**src/rtl/relogio_param.sv**
```systemverilog
// relogio_param: HH:MM:SS clock with configurable tick divider,
// run/pause, validated time load and 12 h / 24 h display.
//
// Ports:
//   clk, rst         system clock, synchronous active-high reset
//   run              1 = time advances, 0 = counter and time frozen
//   load, load_h/m/s one-cycle load request, binary 24 h time
//   load_ack/err     one-cycle result pulses, cycle after load
//   sec_tick         one-cycle pulse per advanced second
//   pm               internal hour is 12..23 (aligned with displays)
//   bcd_*            active-low seven-segment digits, bit0 = a
module relogio_param #(
  parameter int DIV = 50_000_000,
  parameter bit MODE_12H = 1'b0,
  parameter int DIV_W = (DIV > 1) ? $clog2(DIV) : 1
) (
  input  logic       clk,
  input  logic       rst,
  input  logic       run,
  input  logic       load,
  input  logic [4:0] load_h,
  input  logic [5:0] load_m,
  input  logic [5:0] load_s,
  output logic       load_ack,
  output logic       load_err,
  output logic       sec_tick,
  output logic       pm,
  output logic [6:0] bcd_s_unid,
  output logic [6:0] bcd_s_dez,
  output logic [6:0] bcd_m_unid,
  output logic [6:0] bcd_m_dez,
  output logic [6:0] bcd_h_unid,
  output logic [6:0] bcd_h_dez
);

  localparam logic [DIV_W-1:0] TOP = DIV_W'(DIV - 1);

  function automatic logic [2:0] tens(input logic [5:0] v);
    logic [2:0] t;
    t = 3'd0;
    for (int i = 1; i < 6; i++)
      if (v >= 6'(10 * i)) t = 3'(i);
    return t;
  endfunction

  function automatic logic [6:0] seg7(input logic [3:0] d);
    case (d)
      4'd0:    return 7'b1000000;
      4'd1:    return 7'b1111001;
      4'd2:    return 7'b0100100;
      4'd3:    return 7'b0110000;
      4'd4:    return 7'b0011001;
      4'd5:    return 7'b0010010;
      4'd6:    return 7'b0000010;
      4'd7:    return 7'b1111000;
      4'd8:    return 7'b0000000;
      4'd9:    return 7'b0010000;
      default: return 7'b1111111;
    endcase
  endfunction

  logic [DIV_W-1:0] cnt;
  logic [3:0] s_lsd, m_lsd, h_lsd;
  logic [2:0] s_msd, m_msd;
  logic [1:0] h_msd;

  logic wrap, ld_ok, take;
  logic s_l9, s_m5, m_l9, m_m5, h_23;
  logic c_m, c_h;
  logic [2:0] ls_t, lm_t;
  logic [1:0] lh_t;
  logic [3:0] ls_u, lm_u, lh_u;

  assign wrap  = run && (cnt == TOP);
  assign ld_ok = (load_h <= 5'd23) && (load_m <= 6'd59)
              && (load_s <= 6'd59);
  assign take  = load && ld_ok;

  assign ls_t = tens(load_s);
  assign lm_t = tens(load_m);
  assign lh_t = (load_h >= 5'd20) ? 2'd2 :
                (load_h >= 5'd10) ? 2'd1 : 2'd0;
  assign ls_u = 4'(load_s - 6'(10 * ls_t));
  assign lm_u = 4'(load_m - 6'(10 * lm_t));
  assign lh_u = 4'(load_h - 5'(10 * lh_t));

  assign s_l9 = s_lsd == 4'd9;
  assign s_m5 = s_msd == 3'd5;
  assign m_l9 = m_lsd == 4'd9;
  assign m_m5 = m_msd == 3'd5;
  assign h_23 = (h_msd == 2'd2) && (h_lsd == 4'd3);
  assign c_m  = wrap && s_l9 && s_m5;
  assign c_h  = c_m && m_l9 && m_m5;

  always_ff @(posedge clk) begin
    if (rst) begin
      cnt      <= '0;
      sec_tick <= 1'b0;
      load_ack <= 1'b0;
      load_err <= 1'b0;
      s_lsd    <= '0;
      s_msd    <= '0;
      m_lsd    <= '0;
      m_msd    <= '0;
      h_lsd    <= '0;
      h_msd    <= '0;
    end else begin
      // the tick pulse survives a same-cycle load; only the
      // increment is dropped
      sec_tick <= wrap;
      load_ack <= take;
      load_err <= load && !ld_ok;
      if (take)
        cnt <= '0;
      else if (run)
        cnt <= wrap ? '0 : cnt + DIV_W'(1);
      if (take) begin
        s_lsd <= ls_u;
        s_msd <= ls_t;
        m_lsd <= lm_u;
        m_msd <= lm_t;
        h_lsd <= lh_u;
        h_msd <= lh_t;
      end else begin
        if (wrap)
          s_lsd <= s_l9 ? 4'd0 : s_lsd + 4'd1;
        if (wrap && s_l9)
          s_msd <= s_m5 ? 3'd0 : s_msd + 3'd1;
        if (c_m)
          m_lsd <= m_l9 ? 4'd0 : m_lsd + 4'd1;
        if (c_m && m_l9)
          m_msd <= m_m5 ? 3'd0 : m_msd + 3'd1;
        if (c_h) begin
          if (h_23) begin
            h_msd <= 2'd0;
            h_lsd <= 4'd0;
          end else if (h_lsd == 4'd9) begin
            h_msd <= h_msd + 2'd1;
            h_lsd <= 4'd0;
          end else begin
            h_lsd <= h_lsd + 4'd1;
          end
        end
      end
    end
  end

  logic [3:0] dh, dl;
  logic pm_n;

  assign pm_n = (h_msd == 2'd2)
             || ((h_msd == 2'd1) && (h_lsd >= 4'd2));

  // 12 h view: 00 -> 12, 13..19 -> 01..07,
  // 20..21 -> 08..09, 22..23 -> 10..11
  always_comb begin
    dh = {2'b00, h_msd};
    dl = h_lsd;
    if (MODE_12H) begin
      unique case (1'b1)
        (h_msd == 2'd0) && (h_lsd == 4'd0): begin
          dh = 4'd1;
          dl = 4'd2;
        end
        (h_msd == 2'd0) && (h_lsd != 4'd0): begin
          dh = 4'd0;
          dl = h_lsd;
        end
        (h_msd == 2'd1) && (h_lsd <= 4'd2): begin
          dh = 4'd1;
          dl = h_lsd;
        end
        (h_msd == 2'd1) && (h_lsd > 4'd2): begin
          dh = 4'd0;
          dl = h_lsd - 4'd2;
        end
        (h_msd == 2'd2) && (h_lsd <= 4'd1): begin
          dh = 4'd0;
          dl = h_lsd + 4'd8;
        end
        (h_msd == 2'd2) && (h_lsd > 4'd1): begin
          dh = 4'd1;
          dl = h_lsd - 4'd2;
        end
        default: begin
          dh = 4'd0;
          dl = 4'd0;
        end
      endcase
    end
  end

  always_ff @(posedge clk) begin
    if (rst) begin
      pm         <= 1'b0;
      bcd_s_unid <= seg7(4'd0);
      bcd_s_dez  <= seg7(4'd0);
      bcd_m_unid <= seg7(4'd0);
      bcd_m_dez  <= seg7(4'd0);
      bcd_h_unid <= MODE_12H ? seg7(4'd2) : seg7(4'd0);
      bcd_h_dez  <= MODE_12H ? seg7(4'd1) : seg7(4'd0);
    end else begin
      pm         <= pm_n;
      bcd_s_unid <= seg7(s_lsd);
      bcd_s_dez  <= seg7({1'b0, s_msd});
      bcd_m_unid <= seg7(m_lsd);
      bcd_m_dez  <= seg7({1'b0, m_msd});
      bcd_h_unid <= seg7(dl);
      bcd_h_dez  <= seg7(dh);
    end
  end

endmodule

```
**config.mk**
```make
export PLATFORM = sky130hd
export DESIGN_NAME = relogio_param
export DESIGN_NICKNAME = d
export VERILOG_FILES = /design/src/rtl/relogio_param.sv
export SDC_FILE = /design/constraint.sdc
export NUM_CORES = 1
export LEC_CHECK = 0
export BUFFER_PORTS_ARGS = -buffer_cell sky130_fd_sc_hd__buf_2
export CAP_MARGIN = 25
export CELL_PAD_IN_SITES_DETAIL_PLACEMENT = 0
export CELL_PAD_IN_SITES_GLOBAL_PLACEMENT = 1
export CORE_ASPECT_RATIO = 1.5
export CORE_UTILIZATION = 47
export DETAILED_ROUTE_END_ITERATION = 16
export GPL_TIMING_DRIVEN = 0
export HOLD_SLACK_MARGIN = 0.05
export PLACE_DENSITY_LB_ADDON = 0.1
export REMOVE_ABC_BUFFERS = 1
export SYNTH_ARGS = -nofsm -noshare
export SYNTH_HDL_FRONTEND = slang
export SYNTH_SLANG_ARGS = --single-unit
```
**constraint.sdc**
```tcl
create_clock -name clk -period 3.28 [get_ports clk]
set_input_delay 0.164 -clock clk [delete_from_list [all_inputs] [get_ports clk]]
set_output_delay 0.164 -clock clk [all_outputs]
set_load 0.05 [all_outputs]
```
Word-level counts from Yosys, hierarchy flattened
Memory sizes are Yosys's and may differ from the RTL's. A register that Yosys moved wholly into a read port is not among the register bits.
Index checks and enable logic that the tools add are counted.

storage, ports and cells
  register bits after elaboration = 50
  bits in read-only memories = 560
  word-level logic and storage cells = 109
  memories kept = 6

operators by class
  add/subtract/negate cells = 10
  multiply operators = 3
  order comparisons = 16
  equality and inequality tests = 9
  mux-type cells = 33
  reductions and logical operators = 21

memory list
  name             words  width  read ports  clocked after memory_dff  wr ports  line  RTL
  (no name shown)  16     7      1           1                         0         47    case (d)
  (no name shown)  16     7      1           1                         0         47
  (no name shown)  16     7      1           1                         0         47
  (no name shown)  16     7      1           1                         0         47
  (no name shown)  8      7      1           1                         0         47
  (no name shown)  8      7      1           1                         0         47

operator list
  cell                     number
  $mux W3                  14
  $mux W4                  10
  $add A26 B1 Y26 const B  1
  $eq A26 B26 Y1 const B   1
  $mux W26                 1
  $ge A6 B5 Y1 const B     4
  $ge A6 B6 Y1 const B     4
  $add A4 B1 Y4 const B    3
  $eq A4 B4 Y1 const B     3
  $ge A6 B4 Y1 const B     2
  $le A6 B6 Y1 const B     2
  $sub A4 B4 Y4            3
  $logic_and A1 B1 Y1      11
  $mux W2                  5
  $reduce_bool A2 Y1       5
  $add A3 B1 Y3 const B    2
  $eq A3 B3 Y1 const B     2
  $mul A3 B3 Y3 const A    2
  $ge A5 B4 Y1 const B     1
  $ge A5 B5 Y1 const B     1
  $le A5 B5 Y1 const B     1
  $eq A4 B2 Y1 const B     1
  $ge A4 B2 Y1 const B     1
  $mul A3 B2 Y3 const A    1
  9 further kinds          11

Longest topological paths before layout
  depth after elaboration = 9
  gate-level depth with buffers = 10
  mapped depth without buffers = 9

Least setup slack after synthesis
Ideal clock, no wire load.

  path type = reg-to-reg
  start point = reg cnt[0]
  end point = reg m_lsd[3]
  arrival time = 1.819 ns
  required time = 3.185 ns
  path slack = 1.365 ns
  stages on the path, launching flop included = 7
  path buffers = 0
  clock period less this slack = 1.915 ns
  path through = dfxtp_1 ha_1 nand3_2 nor4_4 nand2_2 or4_1 o311ai_1

on the way
  longest elaborated chain between the ends = 5

RTL lines
  item                                 line  RTL
  start: declaration                   62    logic [DIV_W-1:0] cnt;
  start signal: assignment             116   cnt <= wrap ? '0 : cnt + DIV_W'(1);
  $eq A26 B26 Y1                       74    assign wrap = run && (cnt == TOP);
  $logic_and A1 B1 Y1                  74
  $logic_and A1 B1 Y1 (2 in a row)     92    assign c_m = wrap && s_l9 && s_m5;
  $reduce_bool A2 Y1 (no source line)  --
  end signal: assignment               120   m_lsd <= lm_u;
  end signal: assignment               130   m_lsd <= m_l9 ? 4'd0 : m_lsd + 4'd1;
  end: declaration                     63    logic [3:0] s_lsd, m_lsd, h_lsd;

Every way passes these cells.
A chain may end at the register's enable or synchronous reset.

Worst setup path in the final report
  start point = reg s_lsd[1]
  end point = reg h_lsd[3] (netlist: dl[3])

on the way
  longest elaborated chain between the ends = 6

RTL lines
  item                                 line  RTL
  start: declaration                   63
  start signal: assignment             118   s_lsd <= ls_u;
  start signal: assignment             126   s_lsd <= s_l9 ? 4'd0 : s_lsd + 4'd1;
  $eq A4 B4 Y1                         87    assign s_l9 = s_lsd == 4'd9;
  $logic_and A1 B1 Y1 (2 in a row)     92
  $logic_and A1 B1 Y1 (2 in a row)     93    assign c_h = c_m && m_l9 && m_m5;
  $reduce_bool A2 Y1 (no source line)  --
  end signal: assignment               122   h_lsd <= lh_u;
  end signal: assignment               141   h_lsd <= h_lsd + 4'd1;
  end: declaration                     63

Every way passes these cells.

==> results.toml <==
[layout]
drive_gt1_share_pct = 15.7
final_cells = 752
final_cell_mix = "90 x dfxtp_1, 68 x nor2_1, 65 x buf_2, 50 x nand2_1, 34 x inv_1"
final_common_cell = "dfxtp_1"
multi_input_comb_area_um2 = 2860
fillers = 990
num_antenna_cells = 0
seqCellArea_um2 = 1800
layout.nets = 687
area_growth_pct = 13.3

[sta]
slew_headroom_pct = 31.0
rsz0062_at_grt = "false"
fin_tns_setup_ns = 0
clock_skew_ns = 0.00562
fmax_mhz = 412
worst_pin_slew_ns = 1.04
min_period_ns = 2.43
slew_violations = 0
setup_viol = 0
period_share_pct = 74.0
report.final.hold_viol_count = 0

[floorplanning]
rows = 45
io_pins = 67
dieArea_um2 = 10900
die_y_um = 127
coreArea_um2 = 10100
die_w_um = 85.6
start_util_pct = 48.7

[synth]
syn_area_um2 = 4930
syn_avg_cell_area_um2 = 8.40
yosysWarnings = 0
syn_inst = 587
yosysUniqueCellTypes = 68
ys.flop_type = "dfxtp_1"
synth_seq_area_share_pct = 36.5
synth-edff-count = 0
synth-seq-cells = 90
async_flop_share_pct = 0

[global_route]
grt_max_degree = 54
gr-usage-all-layers_pct = 20.8
grt_pass1_wl_um = 18300
grt-ovfl-total = 0
antenna_found_initial = 0
first_global_vias = 3986

[job]
drv_cap = 0

[worst_setup_path]
worstSetupStartpoint = "s_lsd[1]"
crit_path_cell_trace = "inv_1, ha_1, nand3b_1, nor4_4, and3_1, a31oi_2, a221oi_2"
crit_buf_inv = 1
critPathKind = "flip-flop to flip-flop"
cp-start-kind = "flip-flop"
critPathMaxFanout = 8
crit_arrival_ns = 2.68
path_delay_family = "simple AND/OR/NAND/NOR gates"
endpoint_kind = "flip-flop"
r2r_slack_ns = 0.85
cp_data_required_time_ns = 3.54
crit_slowest_cell = "nor4_4"
r2r_cells = 7
r2r-end = "dl[3]"
r2r-start = "s_lsd[1]"
cp_slowest_stage_delay_ns = 0.48

[routing]
firstDrtPassIters = 4
ant_nets = 0
vias = 4222
drtIter0Drc = 191
vias_per_cell = 5.61
drcViolationCount = 0
wl_um = 10900
post_drt_wl_per_cell_um = 14.5

[placement]
portBuffers = 65
dp_hpwl_um = 7610
place_congestion = 0.818
placed_cells = 737

[min_path]
hold_depth = 2
holdPathEnd = "load_err"
min_path_type = "input port to flip-flop"
holdCritStartpoint = "load"

[power]
ir_worst_vdd_mv = 0.279
power.leakage_nw = 2.29
p_per_area_nw_per_um2 = 499

[clocking]
clk_latency_ns = 0.34
cts.path.max_buffers = 2
post_cts_resize_count = 0
cts_hold_buf = 0
clk_pin_slew_worst_paths_ns = 0.06
htree_levels = 3
cts_sinks = 90
post-cts-setup-buffer-count = 0
cts_tree = "done"
root_buffer = "clkbuf_16"
cts_made_buffers = 9

[status]
status = "completed"
[final cells by class]
class | count | share of cell area (%)
sequential | 90 | 32.3
inverter | 34 | 2.28
clock inverter | 2 | 0.672
tap | 117 | 2.62
clock buffer | 12 | 4.59
multi-input combinational | 430 | 51.1
timing repair buffer | 67 | 6.45
[per-layer routing]
layer	vias to the layer above	GRT usage [%]	share of wire, %
met5	-	0	0
met4	0	8.14	1.6
met3	11	4.65	4.4
met2	85	36.4	51
met1	1983	24.6	43
li1	2143	-	-
[metrics by stage]
stage | total power (W) | hold WS, ns | utilization (%) | setup WS (ns) | area, µm²
final | 0.00279 | 0.0788 | 55.1 | 0.853 | 5590
after global routing | 0.00292 | 0.0824 | 55.1 | 0.716 | 5590
after CTS | 0.00282 | 0.0639 | 54.9 | 0.862 | 5570
after detailed placement | 0.00178 | 0.422 | 52.0 | 0.504 | 5270
after global placement | 0.00177 | 0.422 | 51.9 | 0.359 | 5260
after floorplan | 0.00163 | 0.229 | - | 1.31 | 4790
[power breakdown]
part           total (W)  switching (W)  leakage, nW  internal [W]
clock network    0.00103       0.000408        0.141      0.000624
logic           0.000536       0.000366         1.42      0.000170
registers        0.00122      0.0000624        0.735       0.00116
[cells by family (layout without fill, tap and decap cells)]
| kind of cell | after synthesis | count (layout) | share of synthesized area (%) |
|---|---|---|---|
| adders and majority gates | 34 | 34 | 9.08 |
| and+or+nand+nor | 238 | 238 | 26.0 |
| xor gates and xnor gates | 29 | 29 | 5.15 |
| DFF | 90 | 90 | 36.5 |
| other | 1 | 1 | 0.0760 |
| AOI/OAI and AO/OA | 122 | 122 | 16.4 |
| buffers and inverters | 67 | 115 | 5.53 |
| muxes | 6 | 6 | 1.22 |
[state kept, by name (all words and copies together), names as in the netlist, 2 cells and up]
register    cells
cnt            26
bcd_s_unid      7
s_lsd           4
m_lsd           4
bcd_s_dez       7
h_msd           2
bcd_h_unid      7
dl              4
bcd_h_dez       5
s_msd           3
m_msd           3
bcd_m_unid      7
bcd_m_dez       7
[worst max-delay path by stage]
stage                          to  cells past startpoint
after global placement    cnt[21]                      5
after CTS                   dl[3]                      7
after detailed placement  cnt[15]                      4
after global routing        dl[3]                      7
final                       dl[3]                      7
after floorplan             dl[3]                      6
[cell usage after synthesis (3+ instances only)]
master	count	area share, %
a211o_1	3	0.53
a211oi_1	12	1.8
a21o_1	4	0.61
a21oi_1	29	2.9
a221oi_1	3	0.53
a2bb2oi_1	4	0.71
a311oi_1	4	0.71
a31oi_1	8	1.0
and2_1	5	0.63
and3_1	6	0.76
and4_1	7	1.2
buf_1	3	0.23
buf_2	4	0.41
clkbuf_1	22	1.7
dfxtp_1	90	37
fa_1	3	1.2
ha_1	31	7.9
inv_1	34	2.6
mux2i_1	6	1.2
nand2_1	50	3.8
nand2b_1	16	2.0
nand3_1	18	1.8
nand3b_1	7	1.1
nand4_1	5	0.63
nand4_2	4	1.0
nor2_1	68	5.2
nor2b_1	5	0.63
nor3_1	16	1.6
nor3_2	4	0.81
nor4b_1	3	0.53
o211ai_1	4	0.61
o21ai_0	28	2.8
o21bai_1	3	0.46
o22ai_1	3	0.38
o31ai_1	3	0.46
or3_1	4	0.51
or4_1	3	0.46
xnor2_1	20	3.6
xor2_1	9	1.6
Note: power is estimated with default switching activity, not from simulation.
